**src/rtl/muldiv_pkg.sv**
```systemverilog
// Shared encodings and defaults for the iterative multiply/divide unit.
// Latency: n/a (types and constants only).
// Backpressure: n/a.
package muldiv_pkg;

    localparam int DEF_WIDTH = 64;
    localparam int DEF_RADDR = 5;

    typedef enum logic [1:0] {
        OP_MUL  = 2'b00,
        OP_UDIV = 2'b01,
        OP_SDIV = 2'b10,
        OP_RSVD = 2'b11
    } op_t;

    typedef enum logic [1:0] {
        S_IDLE = 2'b00,
        S_RUN  = 2'b01,
        S_DONE = 2'b10
    } state_t;

endpackage

```
**src/rtl/muldiv_divstep.sv**
```systemverilog
// One restoring-divide step: shift in a dividend bit, trial-subtract the divisor.
// Latency: purely combinational.
// Backpressure: none; evaluated every cycle by the owning iterator.
module muldiv_divstep #(
    parameter int WIDTH = 64
) (
    input  logic [WIDTH-1:0] remIn,
    input  logic             dividendBit,
    input  logic [WIDTH-1:0] divisor,
    output logic [WIDTH-1:0] remOut,
    output logic             quotBit
);

    logic [WIDTH:0] shifted;
    logic [WIDTH:0] diff;

    // Partial remainder is always below the divisor, so the shifted value fits in WIDTH+1
    // bits and the top bit of the difference is a clean borrow flag.
    always_comb begin
        shifted = {remIn, dividendBit};
        diff    = shifted - {1'b0, divisor};
        quotBit = ~diff[WIDTH];
        remOut  = quotBit ? diff[WIDTH-1:0] : shifted[WIDTH-1:0];
    end

endmodule

```
**src/rtl/muldiv_unit.sv**
```systemverilog
// Radix-2 multiply (low half) / unsigned divide unit; optional signed divide under MULDIV_SDIV_EN.
// Latency: accept edge N, WIDTH iteration edges, result/Done at edge N+WIDTH+1.
// Backpressure: Start is taken only in IDLE or DONE; Start while Busy is ignored.
module muldiv_unit
    import muldiv_pkg::*;
#(
    parameter int WIDTH = DEF_WIDTH,
    parameter int RADDR = DEF_RADDR
) (
    input  logic             Clk,
    input  logic             Reset_n,
    input  logic             Start,
    input  logic [1:0]       Op,
    input  logic [WIDTH-1:0] OpA,
    input  logic [WIDTH-1:0] OpB,
    input  logic [RADDR-1:0] RdIn,
    output logic             Busy,
    output logic             Done,
    output logic [WIDTH-1:0] Result,
    output logic [RADDR-1:0] RdOut
);

    localparam int CW = $clog2(WIDTH);

    state_t state;
    state_t stateNext;

    op_t              opIn;
    op_t              opReg;
    logic             accept;
    logic             divIn;
    logic             isDiv;
    logic [CW-1:0]    count;
    logic             finalPhase;
    logic             divZero;
    logic [2*WIDTH-1:0] accReg;
    logic [2*WIDTH-1:0] accNext;
    logic [2*WIDTH-1:0] mcandReg;
    logic [WIDTH-1:0] opbReg;
    logic [WIDTH-1:0] absA;
    logic [WIDTH-1:0] absB;
    logic [WIDTH-1:0] remOut;
    logic             quotBit;
    logic [WIDTH-1:0] finalResult;
    logic [WIDTH-1:0] resultReg;
    logic [RADDR-1:0] rdReg;
`ifdef MULDIV_SDIV_EN
    logic             signedIn;
    logic             negQuot;
`endif

    assign opIn   = op_t'(Op);
    assign accept = Start && ((state == S_IDLE) || (state == S_DONE));
    assign Busy   = (state == S_RUN);
    assign Done   = (state == S_DONE);
    assign Result = resultReg;
    assign RdOut  = rdReg;

`ifdef MULDIV_SDIV_EN
    // Signed divide reduces to unsigned on magnitudes; the sign is restored on the final edge.
    always_comb begin
        signedIn = (opIn == OP_SDIV);
        divIn    = (opIn == OP_UDIV) || signedIn;
        isDiv    = (opReg == OP_UDIV) || (opReg == OP_SDIV);
        absA     = (signedIn && OpA[WIDTH-1]) ? -OpA : OpA;
        absB     = (signedIn && OpB[WIDTH-1]) ? -OpB : OpB;
    end
`else
    // Without signed support, SDIV falls through to the reserved (zero-result) path.
    always_comb begin
        divIn = (opIn == OP_UDIV);
        isDiv = (opReg == OP_UDIV);
        absA  = OpA;
        absB  = OpB;
    end
`endif

    muldiv_divstep #(.WIDTH(WIDTH)) u_divstep (
        .remIn       (accReg[2*WIDTH-1:WIDTH]),
        .dividendBit (accReg[WIDTH-1]),
        .divisor     (opbReg),
        .remOut      (remOut),
        .quotBit     (quotBit)
    );

    // One iteration: divide shifts {remainder, dividend/quotient}; multiply adds the shifted multiplicand.
    always_comb begin
        accNext = accReg;
        if (isDiv) begin
            accNext = {remOut, accReg[WIDTH-2:0], quotBit};
        end else if (opbReg[0]) begin
            accNext = accReg + mcandReg;
        end
    end

    // Final result selection, including divide-by-zero and sign fix-up.
    always_comb begin
        finalResult = '0;
        case (opReg)
            OP_MUL:  finalResult = accReg[WIDTH-1:0];
            OP_UDIV: finalResult = divZero ? '0 : accReg[WIDTH-1:0];
`ifdef MULDIV_SDIV_EN
            OP_SDIV: finalResult = divZero ? '0 :
                                   (negQuot ? -accReg[WIDTH-1:0] : accReg[WIDTH-1:0]);
`endif
            default: finalResult = '0;
        endcase
    end

    // State register.
    always_ff @(posedge Clk or negedge Reset_n) begin
        if (!Reset_n) begin
            state <= S_IDLE;
        end else begin
            state <= stateNext;
        end
    end

    // Next-state: RUN ends on the fix-up edge that follows the last iteration.
    always_comb begin
        stateNext = state;
        case (state)
            S_IDLE:  if (Start) stateNext = S_RUN;
            S_RUN:   if (finalPhase) stateNext = S_DONE;
            S_DONE:  stateNext = Start ? S_RUN : S_IDLE;
            default: stateNext = S_IDLE;
        endcase
    end

    // Operand capture at accept, iteration while running, result write on the fix-up edge.
    always_ff @(posedge Clk or negedge Reset_n) begin
        if (!Reset_n) begin
            opReg      <= OP_MUL;
            rdReg      <= '0;
            count      <= '0;
            finalPhase <= 1'b0;
            divZero    <= 1'b0;
            accReg     <= '0;
            mcandReg   <= '0;
            opbReg     <= '0;
            resultReg  <= '0;
`ifdef MULDIV_SDIV_EN
            negQuot    <= 1'b0;
`endif
        end else if (accept) begin
            opReg      <= opIn;
            rdReg      <= RdIn;
            count      <= CW'(WIDTH - 1);
            finalPhase <= 1'b0;
            divZero    <= (OpB == '0);
            accReg     <= divIn ? {{WIDTH{1'b0}}, absA} : '0;
            mcandReg   <= {{WIDTH{1'b0}}, OpA};
            opbReg     <= divIn ? absB : OpB;
`ifdef MULDIV_SDIV_EN
            negQuot    <= signedIn && (OpA[WIDTH-1] ^ OpB[WIDTH-1]);
`endif
        end else if (state == S_RUN) begin
            if (!finalPhase) begin
                accReg   <= accNext;
                mcandReg <= mcandReg << 1;
                opbReg   <= isDiv ? opbReg : (opbReg >> 1);
                if (count == '0) begin
                    finalPhase <= 1'b1;
                end else begin
                    count <= count - CW'(1);
                end
            end else begin
                resultReg  <= finalResult;
                finalPhase <= 1'b0;
            end
        end
    end

endmodule

```
**config.mk**
```make
export PLATFORM = sky130hd
export DESIGN_NAME = muldiv_unit
export DESIGN_NICKNAME = d
export VERILOG_FILES = /design/src/rtl/muldiv_pkg.sv /design/src/rtl/muldiv_divstep.sv /design/src/rtl/muldiv_unit.sv
export SDC_FILE = /design/constraint.sdc
export NUM_CORES = 1
export LEC_CHECK = 0
export CORE_MARGIN = 1
export CORE_UTILIZATION = 30
export DETAILED_ROUTE_END_ITERATION = 6
export PLACE_DENSITY = 0.55
export REMOVE_ABC_BUFFERS = 1
export SYNTH_ARGS = -nofsm -noshare
export SYNTH_HDL_FRONTEND = slang
export SYNTH_SLANG_ARGS = --single-unit
```
**constraint.sdc**
```tcl
create_clock -name Clk -period 4.5 [get_ports Clk]
set_clock_uncertainty 0.15 [all_clocks]
set_input_delay 0.9 -clock Clk [delete_from_list [all_inputs] [get_ports Clk]]
set_output_delay 0.9 -clock Clk [all_outputs]
set_load 0.02 [all_outputs]
```
==> results of run 1 <==
-- where the power goes --
group / internal, mW / switching, mW / leakage (nW)
Sequential: 5.05 / 1.37 / 4.95
Clock: 2.42 / 1.80 / 0.810
Combinational: 8.29 / 13.5 / 9.57
-- through the flow --
stage                     std cells  total power [mW]  TNS [ps]  setup WS, ps  util (%)
after floorplan                3644              21.3  -2266300        -13500         -
after global placement         5308              27.8      -319          -171      34.2
after detailed placement       5308              27.9     -49.1         -49.1      34.2
after CTS                      5403              32.3         0          80.5      35.9
after global routing           5403              34.9         0          13.7      35.9
final                          5403              32.5         0          83.9      35.9
-- kinds of logic (layout without fill, tap and decap cells) --
group | Yosys count | after routing
buffers and inverters | 388 | 528
XOR/XNOR | 176 | 176
flip-flops | 401 | 401
adder cells (fa/ha/maj) | 194 | 194
AO/OA/AOI/OAI | 1399 | 1399
multiplexers | 20 | 20
AND/OR/NAND/NOR | 1328 | 1328
-- placed cells by master, fill, tap and decap left out, types with 87 or more instances in the layout --
master / instances
a21o_1: 90
a21oi_1: 540
a31oi_1: 88
buf_4: 87
clkdlybuf4s50_1: 207
dfrtp_1: 401
ha_1: 192
inv_1: 126
nand2_1: 571
nand4_1: 89
nor2_1: 384
o21ai_0: 176
xnor2_1: 105
-- metal layers --
metal  up-vias  GRT usage [%]  wire length [um]
met1     14548           31.3             54200
met4         0           7.29              4120
met3       179           2.90              6830
met2       958           34.3             51400
li1      14459              -                 -
met5         -              0                 0
-- final cells by class --
class	instances	area [sq um]
fillers	10506	64500
multi-input cells	3117	19200
flip-flops and latches	401	10000
repair buffers	307	2980
well taps	1357	1700
clock buffers	70	1400
inverters	126	473
clock inverters	25	275
-- sequential cells by signal, indices dropped and copies added, names as in the netlist --
name / cells
accReg: 128
state: 2
RdOut: 5
mcandReg: 128
count: 6
divZero: 1
Result: 64
opbReg: 64
opReg: 2
finalPhase: 1
-- worst min path at each step --
stage                  to  cells after the start      from
2_1_floorplan     divZero                      2   divZero
3_3_place_gp     RdOut[3]                      2  RdOut[3]
3_5_place_dp     RdOut[4]                      2  RdOut[4]
4_1_cts        accReg[27]                      1   Reset_n
5_1_grt        Result[41]                      1   Reset_n
6_report       Result[40]                      1   Reset_n
==> impl_metrics.csv, run 1 <==
group,metric,value,unit
clock_network,path_clk_slew,60,ps
floorplanning,die_h,321,um
floorplanning,die-area,0.103,sq mm
synthesis,ys_async_sr_fraction,100,%
setup_path,crit_path_start,"accReg[2]",
setup_path,path_cells,"ha_1, o21ai_1, o21ai_1, a31oi_1, o21ai_2, a21oi_1, o41ai_1, a21oi_1, buf_4, o31a_1, o31ai_1, xnor2_1, a221o_1",
synthesis,yosysWarningCount,0,
synthesis,synth_top_family_by_area,"compound AO/OA/AOI/OAI gates",
timing,fin_crit,4420,ps
setup_path,critPathArrivalTime,4780,ps
status,status,"finished, violations left",
routing,route.detailed.wl_per_inst,21.6,um
synthesis,synth-simple-area-share,19.2,%
synthesis,yosysMostFrequentCell,"nand2_1",
timing,rsz0062_at_grt,"no",
global_routing,grt_pass1_vias,28921,
synthesis,synth_flop_cell,"dfrtp_1",
synthesis,synth_compound_area_share,29.4,%
place,gp_congestion,0.943,
final_layout,antennaDiodeCount,0,
routing,vias,30144,
clock_network,cts_tree,"yes",
setup_path,ff2ff_setup_slack,80,ps
synthesis,synth_xor_area_share,5.03,%
final_layout,final_area,0.0361,sq mm
final_layout,final_nets,4337,
routing,ant_nets,0,
power,max-vdd-ir-drop,0.413,mV
clock_network,htreeDepth,2,
setup_path,crit_end,"accReg[113]",
synthesis,synth_area,0.0306,sq mm
routing,drc,1,
setup_path,max_stage_delay,660,ps
status,violations,"design-rule violations",
floorplanning,die-width,321,um
synthesis,ys_seq_area_share,32.8,%
routing,via_per_inst,5.58,
synthesis,ys_ff_latch,401,
synthesis,synthTopCellsByCount,"574 x nand2_1, 541 x a21oi_1, 401 x dfrtp_1",
place,dpl.hpwl,89.0,mm
floorplanning,initial_utilization,30.4,%
floorplanning,io_pins,209,
final_layout,drive_gt1_share,5.96,%
power,power.density,899,mW/mm^2
clock_network,postCtsSetupBuffers,0,
place,numPortBuffers,208,
clock_network,insertion_delay,630,ps
setup_path,criticalPathCategory,"flip-flop to flip-flop",
synthesis,synth.area.top_cells,"dfrtp_1 33%, a21oi_1 8.8%, ha_1 7.8%",
min_path,worstHoldPathType,"input pin to async pin",
synthesis,synth_mux_area_share,0.695,%
setup_path,r2r_cells,13,
setup_path,required,4870,ps
clock_network,cts.root.buffer_cell,"clkbuf_16",
timing,relSlewSlack,26.8,%
floorplanning,coreArea,0.101,sq mm
routing,wl,117,mm
synthesis,synthAdderAreaFrac,7.98,%
setup_path,cp-start-kind,"flip-flop",
clock_network,cts_made_buffers,52,
setup_path,cp_slowest_cell,"o41ai_1",
setup_path,worst-path-stages,13,
timing,fmax,226,MHz
global_routing,grt_pass1_wl,178,mm
global_routing,grt_use_total,22.1,%
floorplanning,rows,116,
routing,drtIter0Drc,2677,
clock_network,cts_hold_buf,0,
synthesis,avgSynthCellArea,7.84,sq um
place,placed_area,0.0344,sq mm
timing,hold_viol,0,
clock_network,cts_sinks,401,
global_routing,grt-ovfl-total,0,
synthesis,synth_area_leader_cell,"dfrtp_1",
clock_network,cts_buffer_depth,3,
global_routing,grt_start_max_net_pins,105,
setup_path,cp.buffers_inverters,1,
setup_path,crit_family,"compound AO/OA/AOI/OAI gates",
final_layout,area_growth,17.9,%
timing,min_period_over_period,98.1,%
synthesis,synth_edf_count,0,
timing,holdWs,241,ps
timing,setup_viol,0,
setup_path,end_kind,"flip-flop",
setup_path,regToRegEndpoint,"accReg[113]",
setup_path,critPathMaxFanout,5,
timing,slew_viol_final,0,
setup_path,rr_startpoint,"accReg[2]",
power,power_leakage,15.3,nW
global_routing,antenna_found_initial,0,
synthesis,ys_types,90,
clock_network,ctsResizeCount,1,
run,max-cap-violations,0,
routing,drtPass1Iterations,7,
synthesis,synth_top_area_share,32.8,%
synthesis,synth_cells,3906,
timing,tightest_slew,1090,ps
No activity file was read; power rests on OpenSTA's default activity.
==> inputs of run 2 (changes only) <==
--- a/config.mk
+++ b/config.mk
@@ -10,6 +10,7 @@
 export DETAILED_ROUTE_END_ITERATION = 6
 export PLACE_DENSITY = 0.55
 export REMOVE_ABC_BUFFERS = 1
+export SLEW_MARGIN = 20
 export SYNTH_ARGS = -nofsm -noshare
 export SYNTH_HDL_FRONTEND = slang
 export SYNTH_SLANG_ARGS = --single-unit
==> results of run 2 <==
Same layout as run 1: the final DEF is identical, and so are final timing and power.
